===== src/rtl/reorder_buffer_n_pkg.sv =====
`default_nettype none
// ============================================================================
// Module   : reorder_buffer_n_pkg
// Brief    : Shared ROB entry type, opcode constants and opcode decode helper.
// Revision : 1.0 - initial release
// ============================================================================
package reorder_buffer_n_pkg;

    localparam int C_PREG_W = 6;
    localparam int C_XLEN   = 32;

    localparam logic [6:0] OP_SW = 7'b0100011;
    localparam logic [6:0] OP_LW = 7'b0000011;

    localparam logic [1:0] ROB_ALU = 2'd0;
    localparam logic [1:0] ROB_SW  = 2'd1;
    localparam logic [1:0] ROB_LW  = 2'd2;

    typedef struct packed {
        logic                v;
        logic                done;
        logic [1:0]          instr_type;
        logic [C_PREG_W-1:0] pd;
        logic [C_PREG_W-1:0] old_pd;
        logic [C_XLEN-1:0]   data;
    } rob_entry_t;

    function automatic logic [1:0] op_to_type(input logic [6:0] op);
        logic [1:0] t;
        t = ROB_ALU;
        if (op == OP_SW) begin
            t = ROB_SW;
        end else if (op == OP_LW) begin
            t = ROB_LW;
        end
        return t;
    endfunction

endpackage
`default_nettype wire


===== src/rtl/reorder_buffer_n_if.sv =====
`default_nettype none
// ============================================================================
// Module   : reorder_buffer_n_if
// Brief    : Dispatch, writeback, retire and status bundle of the ROB.
// Revision : 1.0 - initial release
// ============================================================================
interface reorder_buffer_n_if #(
    parameter int DEPTH  = 16,
    parameter int DISP_W = 2,
    parameter int WB_W   = 3,
    parameter int RET_W  = 2,
    parameter int PREG_W = 6,
    parameter int XLEN   = 32
);
    localparam int C_TAG_W = $clog2(DEPTH);

    logic [DISP_W-1:0]         disp_valid_i;
    logic [DISP_W*PREG_W-1:0]  disp_pd_i;
    logic [DISP_W*PREG_W-1:0]  disp_old_pd_i;
    logic [DISP_W*7-1:0]       disp_op_i;
    logic                      disp_ready_o;
    logic [DISP_W*C_TAG_W-1:0] disp_tag_o;

    logic [WB_W-1:0]           wb_valid_i;
    logic [WB_W*C_TAG_W-1:0]   wb_tag_i;
    logic [WB_W*XLEN-1:0]      wb_data_i;

    logic [RET_W-1:0]          ret_valid_o;
    logic [RET_W*PREG_W-1:0]   ret_pd_o;
    logic [RET_W*PREG_W-1:0]   ret_old_pd_o;
    logic [RET_W*2-1:0]        ret_type_o;
    logic [RET_W*XLEN-1:0]     ret_data_o;

    logic                      flush_i;
    logic [C_TAG_W:0]          count_o;
    logic                      empty_o;
    logic                      full_o;
    logic [31:0]               retired_o;

    modport master (
        output disp_valid_i, disp_pd_i, disp_old_pd_i, disp_op_i,
        output wb_valid_i, wb_tag_i, wb_data_i, flush_i,
        input  disp_ready_o, disp_tag_o,
        input  ret_valid_o, ret_pd_o, ret_old_pd_o, ret_type_o, ret_data_o,
        input  count_o, empty_o, full_o, retired_o
    );

    modport slave (
        input  disp_valid_i, disp_pd_i, disp_old_pd_i, disp_op_i,
        input  wb_valid_i, wb_tag_i, wb_data_i, flush_i,
        output disp_ready_o, disp_tag_o,
        output ret_valid_o, ret_pd_o, ret_old_pd_o, ret_type_o, ret_data_o,
        output count_o, empty_o, full_o, retired_o
    );

endinterface
`default_nettype wire


===== src/rtl/reorder_buffer_n_rob_ptr.sv =====
`default_nettype none
// ============================================================================
// Module   : rob_ptr
// Brief    : Circular pointer with wrap bit, advanced by up to MAXINC per cycle.
// Revision : 1.0 - initial release
// ============================================================================
module rob_ptr #(
    parameter int DEPTH  = 16,
    parameter int MAXINC = 2
) (
    input  wire                           clk,
    input  wire                           rst,
    input  wire [$clog2(MAXINC+1)-1:0]    inc,
    input  wire                           clear,
    output logic [$clog2(DEPTH):0]        ptr,
    output logic [$clog2(DEPTH)-1:0]      idx
);
    localparam int C_IDX_W = $clog2(DEPTH);
    localparam int C_PTR_W = C_IDX_W + 1;

    logic [C_PTR_W-1:0] r_ptr_q;
    logic [C_PTR_W-1:0] w_ptr_d;

    // DEPTH is a power of two, so plain binary wrap of the extra bit is the wrap flag.
    always_comb begin
        w_ptr_d = r_ptr_q + C_PTR_W'(inc);
        if (clear) begin
            w_ptr_d = '0;
        end
    end

    always_ff @(posedge clk) begin
        if (rst) begin
            r_ptr_q <= '0;
        end else begin
            r_ptr_q <= w_ptr_d;
        end
    end

    assign ptr = r_ptr_q;
    assign idx = r_ptr_q[C_IDX_W-1:0];

endmodule
`default_nettype wire


===== src/rtl/reorder_buffer_n.sv =====
`default_nettype none
// ============================================================================
// Module   : reorder_buffer_n
// Brief    : In-order allocate / tag-indexed complete / in-order retire ROB.
// Revision : 1.0 - initial release
// ============================================================================
module reorder_buffer_n
    import reorder_buffer_n_pkg::*;
#(
    parameter int DEPTH  = 16,
    parameter int DISP_W = 2,
    parameter int WB_W   = 3,
    parameter int RET_W  = 2,
    parameter int PREG_W = 6,
    parameter int XLEN   = 32
) (
    input  wire               clk,
    input  wire               rst,
    reorder_buffer_n_if.slave bus
);
    localparam int C_IDX_W  = $clog2(DEPTH);
    localparam int C_PTR_W  = C_IDX_W + 1;
    localparam int C_DCNT_W = $clog2(DISP_W + 1);
    localparam int C_RCNT_W = $clog2(RET_W + 1);

    // Entry storage uses the package struct, whose field widths are fixed.
    if (PREG_W != C_PREG_W || XLEN != C_XLEN) begin : g_width_check
        $error("reorder_buffer_n: PREG_W/XLEN must equal rob_entry_t field widths");
    end

    rob_entry_t r_rob_q [DEPTH];
    rob_entry_t w_rob_d [DEPTH];

    logic [C_PTR_W-1:0]  w_head_ptr, w_tail_ptr, w_count;
    logic [C_IDX_W-1:0]  w_head_idx, w_tail_idx;
    logic [C_DCNT_W-1:0] w_disp_cnt, w_tail_inc;
    logic [C_RCNT_W-1:0] w_ret_cnt, w_head_inc;
    logic                w_disp_ready, w_disp_accept, w_ret_stop;
    logic [RET_W-1:0]    w_ret_sel;
    logic [C_IDX_W-1:0]  w_ret_idx  [RET_W];
    logic [C_IDX_W-1:0]  w_disp_idx [DISP_W];

    logic [RET_W-1:0]        r_ret_valid_q,  w_ret_valid_d;
    logic [RET_W*PREG_W-1:0] r_ret_pd_q,     w_ret_pd_d;
    logic [RET_W*PREG_W-1:0] r_ret_old_pd_q, w_ret_old_pd_d;
    logic [RET_W*2-1:0]      r_ret_type_q,   w_ret_type_d;
    logic [RET_W*XLEN-1:0]   r_ret_data_q,   w_ret_data_d;
    logic [31:0]             r_retired_q,    w_retired_d;

    rob_ptr #(.DEPTH(DEPTH), .MAXINC(RET_W)) u_head_ptr (
        .clk   (clk),
        .rst   (rst),
        .inc   (w_head_inc),
        .clear (bus.flush_i),
        .ptr   (w_head_ptr),
        .idx   (w_head_idx)
    );

    rob_ptr #(.DEPTH(DEPTH), .MAXINC(DISP_W)) u_tail_ptr (
        .clk   (clk),
        .rst   (rst),
        .inc   (w_tail_inc),
        .clear (bus.flush_i),
        .ptr   (w_tail_ptr),
        .idx   (w_tail_idx)
    );

    // Readiness looks only at current occupancy, never at same-cycle retirement.
    assign w_count       = w_tail_ptr - w_head_ptr;
    assign w_disp_ready  = (C_PTR_W'(DEPTH) - w_count) >= C_PTR_W'(DISP_W);
    assign w_disp_accept = w_disp_ready && !bus.flush_i;

    always_comb begin
        w_disp_cnt = '0;
        for (int i = 0; i < DISP_W; i++) begin
            w_disp_cnt = w_disp_cnt + C_DCNT_W'(bus.disp_valid_i[i]);
        end
    end

    assign w_tail_inc = w_disp_accept ? w_disp_cnt : '0;
    assign w_head_inc = bus.flush_i ? '0 : w_ret_cnt;

    for (genvar gi = 0; gi < DISP_W; gi++) begin : g_disp_idx
        assign w_disp_idx[gi] = w_tail_idx + C_IDX_W'(gi);
        assign bus.disp_tag_o[gi*C_IDX_W +: C_IDX_W] = w_disp_idx[gi];
    end

    for (genvar gr = 0; gr < RET_W; gr++) begin : g_ret_idx
        assign w_ret_idx[gr] = w_head_idx + C_IDX_W'(gr);
    end

    always_comb begin
        w_ret_sel  = '0;
        w_ret_cnt  = '0;
        w_ret_stop = 1'b0;
        for (int i = 0; i < RET_W; i++) begin
            if (!w_ret_stop && r_rob_q[w_ret_idx[i]].v && r_rob_q[w_ret_idx[i]].done) begin
                w_ret_sel[i] = 1'b1;
                w_ret_cnt    = w_ret_cnt + C_RCNT_W'(1);
            end else begin
                w_ret_stop = 1'b1;
            end
        end
    end

    // Ascending port order lets the highest-indexed port win a tag collision.
    always_comb begin
        w_rob_d = r_rob_q;
        for (int p = 0; p < WB_W; p++) begin
            if (bus.wb_valid_i[p] && r_rob_q[bus.wb_tag_i[p*C_IDX_W +: C_IDX_W]].v) begin
                w_rob_d[bus.wb_tag_i[p*C_IDX_W +: C_IDX_W]].done = 1'b1;
                w_rob_d[bus.wb_tag_i[p*C_IDX_W +: C_IDX_W]].data = bus.wb_data_i[p*XLEN +: XLEN];
            end
        end
        for (int i = 0; i < RET_W; i++) begin
            if (w_ret_sel[i]) begin
                w_rob_d[w_ret_idx[i]] = '0;
            end
        end
        if (w_disp_accept) begin
            for (int i = 0; i < DISP_W; i++) begin
                if (bus.disp_valid_i[i]) begin
                    w_rob_d[w_disp_idx[i]].v          = 1'b1;
                    w_rob_d[w_disp_idx[i]].done       = 1'b0;
                    w_rob_d[w_disp_idx[i]].instr_type = op_to_type(bus.disp_op_i[i*7 +: 7]);
                    w_rob_d[w_disp_idx[i]].pd         = bus.disp_pd_i[i*PREG_W +: PREG_W];
                    w_rob_d[w_disp_idx[i]].old_pd     = bus.disp_old_pd_i[i*PREG_W +: PREG_W];
                    w_rob_d[w_disp_idx[i]].data       = '0;
                end
            end
        end
        if (bus.flush_i) begin
            for (int e = 0; e < DEPTH; e++) begin
                w_rob_d[e] = '0;
            end
        end
    end

    always_comb begin
        w_ret_valid_d  = '0;
        w_ret_pd_d     = '0;
        w_ret_old_pd_d = '0;
        w_ret_type_d   = '0;
        w_ret_data_d   = '0;
        w_retired_d    = r_retired_q;
        if (!bus.flush_i) begin
            w_ret_valid_d = w_ret_sel;
            for (int i = 0; i < RET_W; i++) begin
                if (w_ret_sel[i]) begin
                    w_ret_pd_d[i*PREG_W +: PREG_W]     = r_rob_q[w_ret_idx[i]].pd;
                    w_ret_old_pd_d[i*PREG_W +: PREG_W] = r_rob_q[w_ret_idx[i]].old_pd;
                    w_ret_type_d[i*2 +: 2]             = r_rob_q[w_ret_idx[i]].instr_type;
                    w_ret_data_d[i*XLEN +: XLEN]       = r_rob_q[w_ret_idx[i]].data;
                end
            end
            w_retired_d = r_retired_q + 32'(w_ret_cnt);
        end
    end

    always_ff @(posedge clk) begin
        if (rst) begin
            for (int e = 0; e < DEPTH; e++) begin
                r_rob_q[e] <= '0;
            end
            r_ret_valid_q  <= '0;
            r_ret_pd_q     <= '0;
            r_ret_old_pd_q <= '0;
            r_ret_type_q   <= '0;
            r_ret_data_q   <= '0;
            r_retired_q    <= '0;
        end else begin
            r_rob_q        <= w_rob_d;
            r_ret_valid_q  <= w_ret_valid_d;
            r_ret_pd_q     <= w_ret_pd_d;
            r_ret_old_pd_q <= w_ret_old_pd_d;
            r_ret_type_q   <= w_ret_type_d;
            r_ret_data_q   <= w_ret_data_d;
            r_retired_q    <= w_retired_d;
        end
    end

    assign bus.disp_ready_o = w_disp_ready;
    assign bus.ret_valid_o  = r_ret_valid_q;
    assign bus.ret_pd_o     = r_ret_pd_q;
    assign bus.ret_old_pd_o = r_ret_old_pd_q;
    assign bus.ret_type_o   = r_ret_type_q;
    assign bus.ret_data_o   = r_ret_data_q;
    assign bus.count_o      = w_count;
    assign bus.empty_o      = (w_head_ptr == w_tail_ptr);
    assign bus.full_o       = (w_head_idx == w_tail_idx) &&
                              (w_head_ptr[C_IDX_W] != w_tail_ptr[C_IDX_W]);
    assign bus.retired_o    = r_retired_q;

endmodule
`default_nettype wire


===== src/flat_wrapper.sv =====
// flat-port wrapper written by rule: the top's interface ports become plain ports
module reorder_buffer_n_flat import reorder_buffer_n_pkg::*;
#(
    parameter int DEPTH  = 16,
    parameter int DISP_W = 2,
    parameter int WB_W   = 3,
    parameter int RET_W  = 2,
    parameter int PREG_W = 6,
    parameter int XLEN   = 32
)
  (clk, rst, bus_disp_valid_i, bus_disp_pd_i, bus_disp_old_pd_i, bus_disp_op_i, bus_wb_valid_i, bus_wb_tag_i, bus_wb_data_i, bus_flush_i, bus_disp_ready_o, bus_disp_tag_o, bus_ret_valid_o, bus_ret_pd_o, bus_ret_old_pd_o, bus_ret_type_o, bus_ret_data_o, bus_count_o, bus_empty_o, bus_full_o, bus_retired_o);
  reorder_buffer_n_if #(.DEPTH(DEPTH), .DISP_W(DISP_W), .WB_W(WB_W), .RET_W(RET_W), .PREG_W(PREG_W), .XLEN(XLEN)) bus_i ();
  input  wire clk;
  input  wire rst;
  input wire logic [$bits(bus_i.disp_valid_i)-1:0] bus_disp_valid_i;
  input wire logic [$bits(bus_i.disp_pd_i)-1:0] bus_disp_pd_i;
  input wire logic [$bits(bus_i.disp_old_pd_i)-1:0] bus_disp_old_pd_i;
  input wire logic [$bits(bus_i.disp_op_i)-1:0] bus_disp_op_i;
  input wire logic [$bits(bus_i.wb_valid_i)-1:0] bus_wb_valid_i;
  input wire logic [$bits(bus_i.wb_tag_i)-1:0] bus_wb_tag_i;
  input wire logic [$bits(bus_i.wb_data_i)-1:0] bus_wb_data_i;
  input wire logic [$bits(bus_i.flush_i)-1:0] bus_flush_i;
  output wire logic [$bits(bus_i.disp_ready_o)-1:0] bus_disp_ready_o;
  output wire logic [$bits(bus_i.disp_tag_o)-1:0] bus_disp_tag_o;
  output wire logic [$bits(bus_i.ret_valid_o)-1:0] bus_ret_valid_o;
  output wire logic [$bits(bus_i.ret_pd_o)-1:0] bus_ret_pd_o;
  output wire logic [$bits(bus_i.ret_old_pd_o)-1:0] bus_ret_old_pd_o;
  output wire logic [$bits(bus_i.ret_type_o)-1:0] bus_ret_type_o;
  output wire logic [$bits(bus_i.ret_data_o)-1:0] bus_ret_data_o;
  output wire logic [$bits(bus_i.count_o)-1:0] bus_count_o;
  output wire logic [$bits(bus_i.empty_o)-1:0] bus_empty_o;
  output wire logic [$bits(bus_i.full_o)-1:0] bus_full_o;
  output wire logic [$bits(bus_i.retired_o)-1:0] bus_retired_o;
  assign bus_i.disp_valid_i = bus_disp_valid_i;
  assign bus_i.disp_pd_i = bus_disp_pd_i;
  assign bus_i.disp_old_pd_i = bus_disp_old_pd_i;
  assign bus_i.disp_op_i = bus_disp_op_i;
  assign bus_i.wb_valid_i = bus_wb_valid_i;
  assign bus_i.wb_tag_i = bus_wb_tag_i;
  assign bus_i.wb_data_i = bus_wb_data_i;
  assign bus_i.flush_i = bus_flush_i;
  assign bus_disp_ready_o = bus_i.disp_ready_o;
  assign bus_disp_tag_o = bus_i.disp_tag_o;
  assign bus_ret_valid_o = bus_i.ret_valid_o;
  assign bus_ret_pd_o = bus_i.ret_pd_o;
  assign bus_ret_old_pd_o = bus_i.ret_old_pd_o;
  assign bus_ret_type_o = bus_i.ret_type_o;
  assign bus_ret_data_o = bus_i.ret_data_o;
  assign bus_count_o = bus_i.count_o;
  assign bus_empty_o = bus_i.empty_o;
  assign bus_full_o = bus_i.full_o;
  assign bus_retired_o = bus_i.retired_o;
  reorder_buffer_n #(.DEPTH(DEPTH), .DISP_W(DISP_W), .WB_W(WB_W), .RET_W(RET_W), .PREG_W(PREG_W), .XLEN(XLEN)) u_core (.clk(clk), .rst(rst), .bus(bus_i));
endmodule

===== config.mk =====
export PLATFORM = sky130hd
export DESIGN_NAME = reorder_buffer_n_flat
export DESIGN_NICKNAME = d
export VERILOG_FILES = /design/src/rtl/reorder_buffer_n_pkg.sv /design/src/rtl/reorder_buffer_n_if.sv /design/src/rtl/reorder_buffer_n_rob_ptr.sv /design/src/rtl/reorder_buffer_n.sv /design/src/flat_wrapper.sv
export SDC_FILE = /design/constraint.sdc
export NUM_CORES = 2
export LEC_CHECK = 0
export CORE_MARGIN = 4
export CORE_UTILIZATION = 65
export DETAILED_ROUTE_END_ITERATION = 12
export GPL_ROUTABILITY_DRIVEN = 0
export PLACE_DENSITY_LB_ADDON = 0.08
export SLEW_MARGIN = 30
export SYNTH_ARGS = -nofsm -noshare
export SYNTH_HDL_FRONTEND = slang
export SYNTH_SLANG_ARGS = --single-unit

===== constraint.sdc =====
create_clock -name clk -period 13.3 [get_ports clk]
set_input_delay 3.325 -clock clk [delete_from_list [all_inputs] [get_ports clk]]
set_output_delay 3.325 -clock clk [all_outputs]
set_load 0.02 [all_outputs]

Yosys cells after proc, flatten, opt, wreduce, memory -nomap -nowiden

Index checks and enable logic that the tools add are counted.

$add $sub $neg: 9
Order comparisons: 15
Equality and inequality tests: 7
Mux-type cells: 96
Bitwise operators: 13
Reduce and logical (&&, ||, !) cells: 19

Operators by type and width:

| cell                                                                         | number |
|---|---|
| 768-bit bitwise mux                                                          | 18 |
| 768-bit 2-to-1 mux                                                           | 9 |
| 48-bit demux with 4-bit select                                               | 20 |
| 768-bit bitwise AND                                                          | 2 |
| 768-bit inverter                                                             | 2 |
| 48-bit binary-select mux with 4-bit select                                   | 5 |
| 48-bit 2-to-1 mux                                                            | 14 |
| 47-bit 2-to-1 mux                                                            | 5 |
| 32-bit 2-to-1 mux                                                            | 5 |
| 46-bit 2-to-1 mux                                                            | 2 |
| 44-bit 2-to-1 mux                                                            | 2 |
| 38-bit 2-to-1 mux                                                            | 2 |
| 5-bit >= comparator, second input constant                                   | 7 |
| 5-bit by 1-bit less-than comparator with 1-bit output, second input constant | 7 |
| 4-bit inverter with 5-bit output                                             | 7 |
| 32-bit by 2-bit adder with 32-bit output                                     | 1 |
| 2-bit 2-to-1 mux                                                             | 11 |
| 1-bit logical AND                                                            | 15 |
| 7-bit by 2-bit equality test with 1-bit output, second input constant        | 2 |
| 7-bit by 6-bit equality test with 1-bit output, second input constant        | 2 |
| 5-bit by 2-bit adder with 5-bit output                                       | 2 |
| 4-bit by 1-bit adder with 4-bit output, second input constant                | 2 |
| 3-bit OR reduction                                                           | 2 |
| 5-bit equality test                                                          | 1 |
| other kinds (11)                                                             | 14 |

Register bits after elaboration: 904
Bits of input ports: 154
Output and inout bits: 142
Word-level logic and storage cells: 267

Longest topological paths before layout

Depth after elaboration: 34
Mapped depth: 21
Gate-level depth less buffers: 17

Cells and area by module

Synthesis repeated with hierarchy kept, for this count alone.

Cells, all modules: 5,808
Area total of the unflattened synthesis: 55,705.9 sq um

By module, submodules not included:

| module                       | times used | cells an instance | area an instance (sq um) | seq. area each (sq um) |
|---|---|---|---|---|
| reorder_buffer_n             | 1          | 5,755             | 55,190.4                 | 17,897.2 |
| rob_ptr at u_core.u_head_ptr | 1          | 28                | 264.0                    | 100.1 |
| rob_ptr at u_core.u_tail_ptr | 1          | 25                | 251.5                    | 100.1 |

Worst setup path after synthesis

Ideal clock, no wire load.

Path kind: flip-flop to output port
From: register u_core.u_head_ptr.r_ptr_q[3] (netlist: u_core.u_head_ptr.ptr[3])
To: output port bus_disp_ready_o
Arrival time: 3.186 ns
Data required time: 9.975 ns
Slack: 6.789 ns
Cell stages (with the launch flop): 12
Buffers on the path: 4
Cells stage by stage: dfxtp_1 clkbuf_1 inv_2 buf_2 buf_1 ha_1 nor2_1 a21oi_1 xnor2_1 nor4b_1 buf_6 nor2_1

Longest elaborated chain between the ends: 3

Ends and longest elaborated chain:

| item                                           | RTL line                       | source |
|---|---|---|
| start: declaration                             | reorder_buffer_n_rob_ptr.sv:21 | `logic [C_PTR_W-1:0] r_ptr_q;` |
| start signal: assignment                       | reorder_buffer_n_rob_ptr.sv:36 | `r_ptr_q <= w_ptr_d;` |
| 5-bit subtractor                               | reorder_buffer_n.sv:69         | `assign w_count = w_tail_ptr - w_head_ptr;` |
| named net bus_count_o[4]                       | flat_wrapper.sv:30             | `output wire logic [$bits(bus_i.count_o)-1:0] bus_count_o;` |
| 5-bit subtractor                               | reorder_buffer_n.sv:70         | `assign w_disp_ready = (C_PTR_W'(DEPTH) - w_count) >= C_PTR_W'(DISP_W);` |
| 5-bit by 2-bit >= comparator with 1-bit output | reorder_buffer_n.sv:70         |  |
| end: declaration                               | flat_wrapper.sv:23             | `output wire logic [$bits(bus_i.disp_ready_o)-1:0] bus_disp_ready_o;` |

The timed path passes the listed nets, and every way through them passes these cells.

Final worst setup path

From: register u_core.u_head_ptr.r_ptr_q[1] (netlist: u_core.u_head_ptr.ptr[1])
To: output port bus_disp_ready_o

Longest elaborated chain between the ends: 3

Ends and longest elaborated chain:

| item                                           | RTL line |
|---|---|
| 5-bit subtractor                               | reorder_buffer_n.sv:69 |
| 5-bit subtractor                               | reorder_buffer_n.sv:70 |
| 5-bit by 2-bit >= comparator with 1-bit output | reorder_buffer_n.sv:70 |

No other way between the ends.

==> results.md <==
- **result of the run** complete, no violations
- **Top delay family on crit path** buffers and inverters
- **remaining design rule violation count** 0
- **mean cell area of the mapped netlist** 9.06 um2
- **pin count of the biggest net entering global routing** 142
- **residual antenna-violating net count after detailed routing** 0
- **post-layout worst setup margin** 5.36 ns
- **register-to-register setup slack** 6.94 ns
- **Worst Path Required** 9.97 ns
- **overall die height** 303 um
- **PnR Total Power** 5.93 mW
- **most instantiated flip-flop cell in the synthesis netlist** sky130_fd_sc_hd__dfxtp_1
- **Hold Crit Endpoint** u_core.r_rob_q[758]
- **period utilisation layout** 0.597
- **detailed-route vias per instance** 7.67
- **Max Buffers Root-to-Sink** 3
- **Placement Rows** 108
- **fill cell total of the finished layout** 6388
- **io pins** 296
- **input/output buffers** 295
- **arrival time at the worst endpoint** 4.62 ns
- **Critical Path End Type** output port
- **worst setup path class** reg2out
- **Worst Hold Margin** 0.485 ns
- **hold crit path type** reg2reg
- **area of the die** 92000 um2
- **Resized Gates After CTS** 0
- **flip-flop and latch count after synthesis** 904
- **fin. max-slew vios** 0
- **post-place setup slack** 6.08 ns
- **routed length per instance** 31.4 um
- **Global Route Usage Sum** 0.480
- **Critical Path Source Type** flop
- **TNS Setup** 0 ns
- **hold-fix buffers at CTS** 0
- **simple-gate share of the synthesized area** 0.132
- **clock sink count** 904
- **skew final** 0.0316 ns
- **drt first pass iters** 9
- **cell types with the highest counts after synthesis** 1153 x sky130_fd_sc_hd__nor2_1, 904 x sky130_fd_sc_hd__dfxtp_1, 641 x sky130_fd_sc_hd__a21oi_1
- **Seq/Total Area, Yosys** 0.319
- **Synth Area in XOR/XNOR** 0.00602
- **longest individual stage delay on the worst path** 0.98 ns
- **H-tree depth** 3
- **top cell type's share of synthesized area** 0.319
- **clock latency of the later-clocked register in the worst-skew pair** 0.70 ns
- **first-pass GRT wire length** 333 mm
- **Post-Syn Instances** 6259
- **combinational family with the most area after synthesis** multiplexers
- **Yosys warnings** 0
- **number of antenna violations at the first check in global routing** 40
- **Std-Cell Core Area** 86600 um2
- **Routed Wire Length** 227 mm
- **fraction of layout cells with a size suffix above 1** 0.144
- **most common cell in the synthesized netlist** sky130_fd_sc_hd__nor2_1
- **logic depth of the worst register-to-register path** 16
- **chip width** 303 um
- **number of buffer and inverter stages on the critical path** 2
- **adder-cell share of the synthesized area** 0.00737
- **ordered cell list for the critical path** inv_1 > ha_1 > nand3b_1 > nand2_1 > xnor2_1 > and4_1 > nor2_1 > clkdlybuf4s50_1
- **area of the multi-input gates** 35500 um2
- **vias after detailed routing** 55592
- **multiplexer fraction of the synthesized cell area** 0.282
- **post-synthesis async set-or-reset flop share** 0
- **max-cap check violation count** 0
- **syn nets** 6444
- **setup fix buffers added after clock tree synthesis** 0
- **Crit Reg-Reg Endpoint** u_core.bus.retired_o[25]
- **origin of the critical flop-to-flop path** u_core.u_head_ptr.ptr[0]
- **worst rel slew slack** 0.243
- **hold-critical path depth** 2
- **Hold Vio Cnt, Final** 0
- **crit path max fanout** 55
- **startpoint of the lowest-slack hold path** u_core.r_rob_q[758]
- **Tightest Pin Transition** 1.14 ns
- **growth of design area from synthesis to finish** 11.2%
- **RSZ-0062 raised after global routing** no
- **number of nets in the finished design** 6172
- **violation count after the first detailed-route iteration** 9764
- **clock transition at the registers of the reported paths** 0.06 ns
- **Initial Utilization** 0.655
- **post-synthesis compound-gate area fraction** 0.188
- **slowest cell on the critical path** sky130_fd_sc_hd__dfxtp_4
- **f_max** 0.126 GHz
- **leakage** 21.3 nW
- **number of enable flip-flop cells after synthesis** 0
- **leading cell types by total area after synthesis** sky130_fd_sc_hd__dfxtp_1 32%, sky130_fd_sc_hd__mux4_2 19%, sky130_fd_sc_hd__mux2i_1 9.4%
- **area occupied by registers** 18100 um2
- **peak supply drop** 0.104 mV
- **root buffer cell** sky130_fd_sc_hd__clkbuf_16
- **sum of overflow across all layers after global routing** 0
- **Period minus WS final** 7.94 ns
- **CTS Buf Count** 98
- **utilization of the core after routing** 0.728
- **power density normalized to cell area** 94.1 nW/um2
- **TritonCTS clock tree** yes
- **Final Setup Violations** 0
- **post-synth design cell area** 56700 um2
- **count of distinct cell types in the synthesized netlist** 78
- **cell taking the most area after synthesis** sky130_fd_sc_hd__dfxtp_1
- **HPWL reported at the end of detailed placement** 131 mm
- **via count of the first global-routing pass** 52483
-- report_power, final --
part           switching, mW  internal [mW]  leakage, nW  total [mW]
clock network           1.21           1.64         1.64        2.85
registers            0.00532           2.71         7.28        2.72
logic                  0.279         0.0895         12.4       0.368
-- logic make-up (layout without fill, tap and decap cells) --
kind of cell,after synthesis,after routing
AO/OA/AOI/OAI,1646,1646
XOR/XNOR,39,39
adder cells (fa/ha/maj),31,31
buffers and inverters,907,712
flip-flops,904,904
multiplexers,1009,1009
other,0,31
AND/OR/NAND/NOR,1723,1723
-- cell type report --
cell class | count | share of cell area
repair buffers | 420 | 0.0674
clock buffers | 146 | 0.0474
inverters | 115 | 0.00696
multi-input cells | 4448 | 0.562
diodes | 31 | 0.00123
flip-flops and latches | 904 | 0.287
well taps | 1155 | 0.0229
clock inverters | 31 | 0.00452
-- state kept, by name, indices dropped and copies added, names as in the netlist --
signal                   flops
u_core.bus.ret_pd_o         12
u_core.u_head_ptr.ptr        5
u_core.bus.ret_data_o       64
u_core.bus.ret_type_o        4
u_core.r_rob_q             768
u_core.bus.ret_old_pd_o     12
u_core.u_tail_ptr.ptr        5
u_core.bus.retired_o        32
u_core.bus.ret_valid_o       2
-- cell usage in the layout, fill, tap and decap left out, types with 16 or more instances in the layout --
| cell type | n |
|---|---|
| sky130_fd_sc_hd__a211oi_1 | 573 |
| sky130_fd_sc_hd__a21oi_1 | 640 |
| sky130_fd_sc_hd__a221oi_1 | 27 |
| sky130_fd_sc_hd__a22oi_1 | 85 |
| sky130_fd_sc_hd__a2bb2oi_1 | 16 |
| sky130_fd_sc_hd__and3_1 | 166 |
| sky130_fd_sc_hd__buf_12 | 20 |
| sky130_fd_sc_hd__buf_4 | 94 |
| sky130_fd_sc_hd__clkbuf_1 | 18 |
| sky130_fd_sc_hd__clkbuf_16 | 103 |
| sky130_fd_sc_hd__clkbuf_8 | 25 |
| sky130_fd_sc_hd__clkdlybuf4s50_1 | 295 |
| sky130_fd_sc_hd__clkinv_2 | 24 |
| sky130_fd_sc_hd__dfxtp_1 | 901 |
| sky130_fd_sc_hd__diode_2 | 31 |
| sky130_fd_sc_hd__ha_1 | 26 |
| sky130_fd_sc_hd__inv_1 | 112 |
| sky130_fd_sc_hd__mux2i_1 | 535 |
| sky130_fd_sc_hd__mux4_2 | 471 |
| sky130_fd_sc_hd__nand2_1 | 143 |
| sky130_fd_sc_hd__nand2b_1 | 34 |
| sky130_fd_sc_hd__nand3_1 | 52 |
| sky130_fd_sc_hd__nand3_4 | 17 |
| sky130_fd_sc_hd__nor2_1 | 1139 |
| sky130_fd_sc_hd__nor3_1 | 18 |
| sky130_fd_sc_hd__o21ai_0 | 76 |
| sky130_fd_sc_hd__o22ai_1 | 122 |
| sky130_fd_sc_hd__o2bb2ai_1 | 32 |
| sky130_fd_sc_hd__or3_1 | 25 |
| sky130_fd_sc_hd__xor2_1 | 23 |
-- how the worst max path moves through the flow --
| stage | startpoint | end | slack, ns | cells after the start |
|---|---|---|---|---|
| floorplan | u_core.u_head_ptr.ptr[3] | bus_disp_ready_o | 6.79 | 11 |
| global placement | bus_flush_i | u_core.r_rob_q[178] | 6.13 | 5 |
| detailed placement | bus_flush_i | u_core.r_rob_q[359] | 6.08 | 7 |
| CTS | u_core.u_head_ptr.ptr[1] | bus_disp_ready_o | 5.42 | 8 |
| global route | u_core.u_head_ptr.ptr[1] | bus_disp_ready_o | 5.12 | 8 |
| finish | u_core.u_head_ptr.ptr[1] | bus_disp_ready_o | 5.36 | 8 |
-- layer usage --
layer	up-vias	wire [um]	share of wire	track usage
met2	5422	94700	0.42	0.678
li1	22655	-	-	-
met5	-	70	0.00031	0
met3	1292	38600	0.17	0.188
met1	26211	75700	0.33	0.601
met4	12	18400	0.081	0.340
-- metrics by stage --
step | cells | instance area, um2
detailed placement | 7031 | 59400
finish | 7250 | 63100
global placement | 7017 | 59100
floorplan | 6259 | 56700
CTS | 7208 | 62700
global route | 7245 | 63100
-- tightest hold or removal path: cells and delay by family, from the launching register on --
kind,cells,cell delay [ns]
AND/OR/NAND/NOR,1,0.06
flip-flops,1,0.32
AO/OA/AOI/OAI,1,0.06
Power figures use the tool's default switching activity.
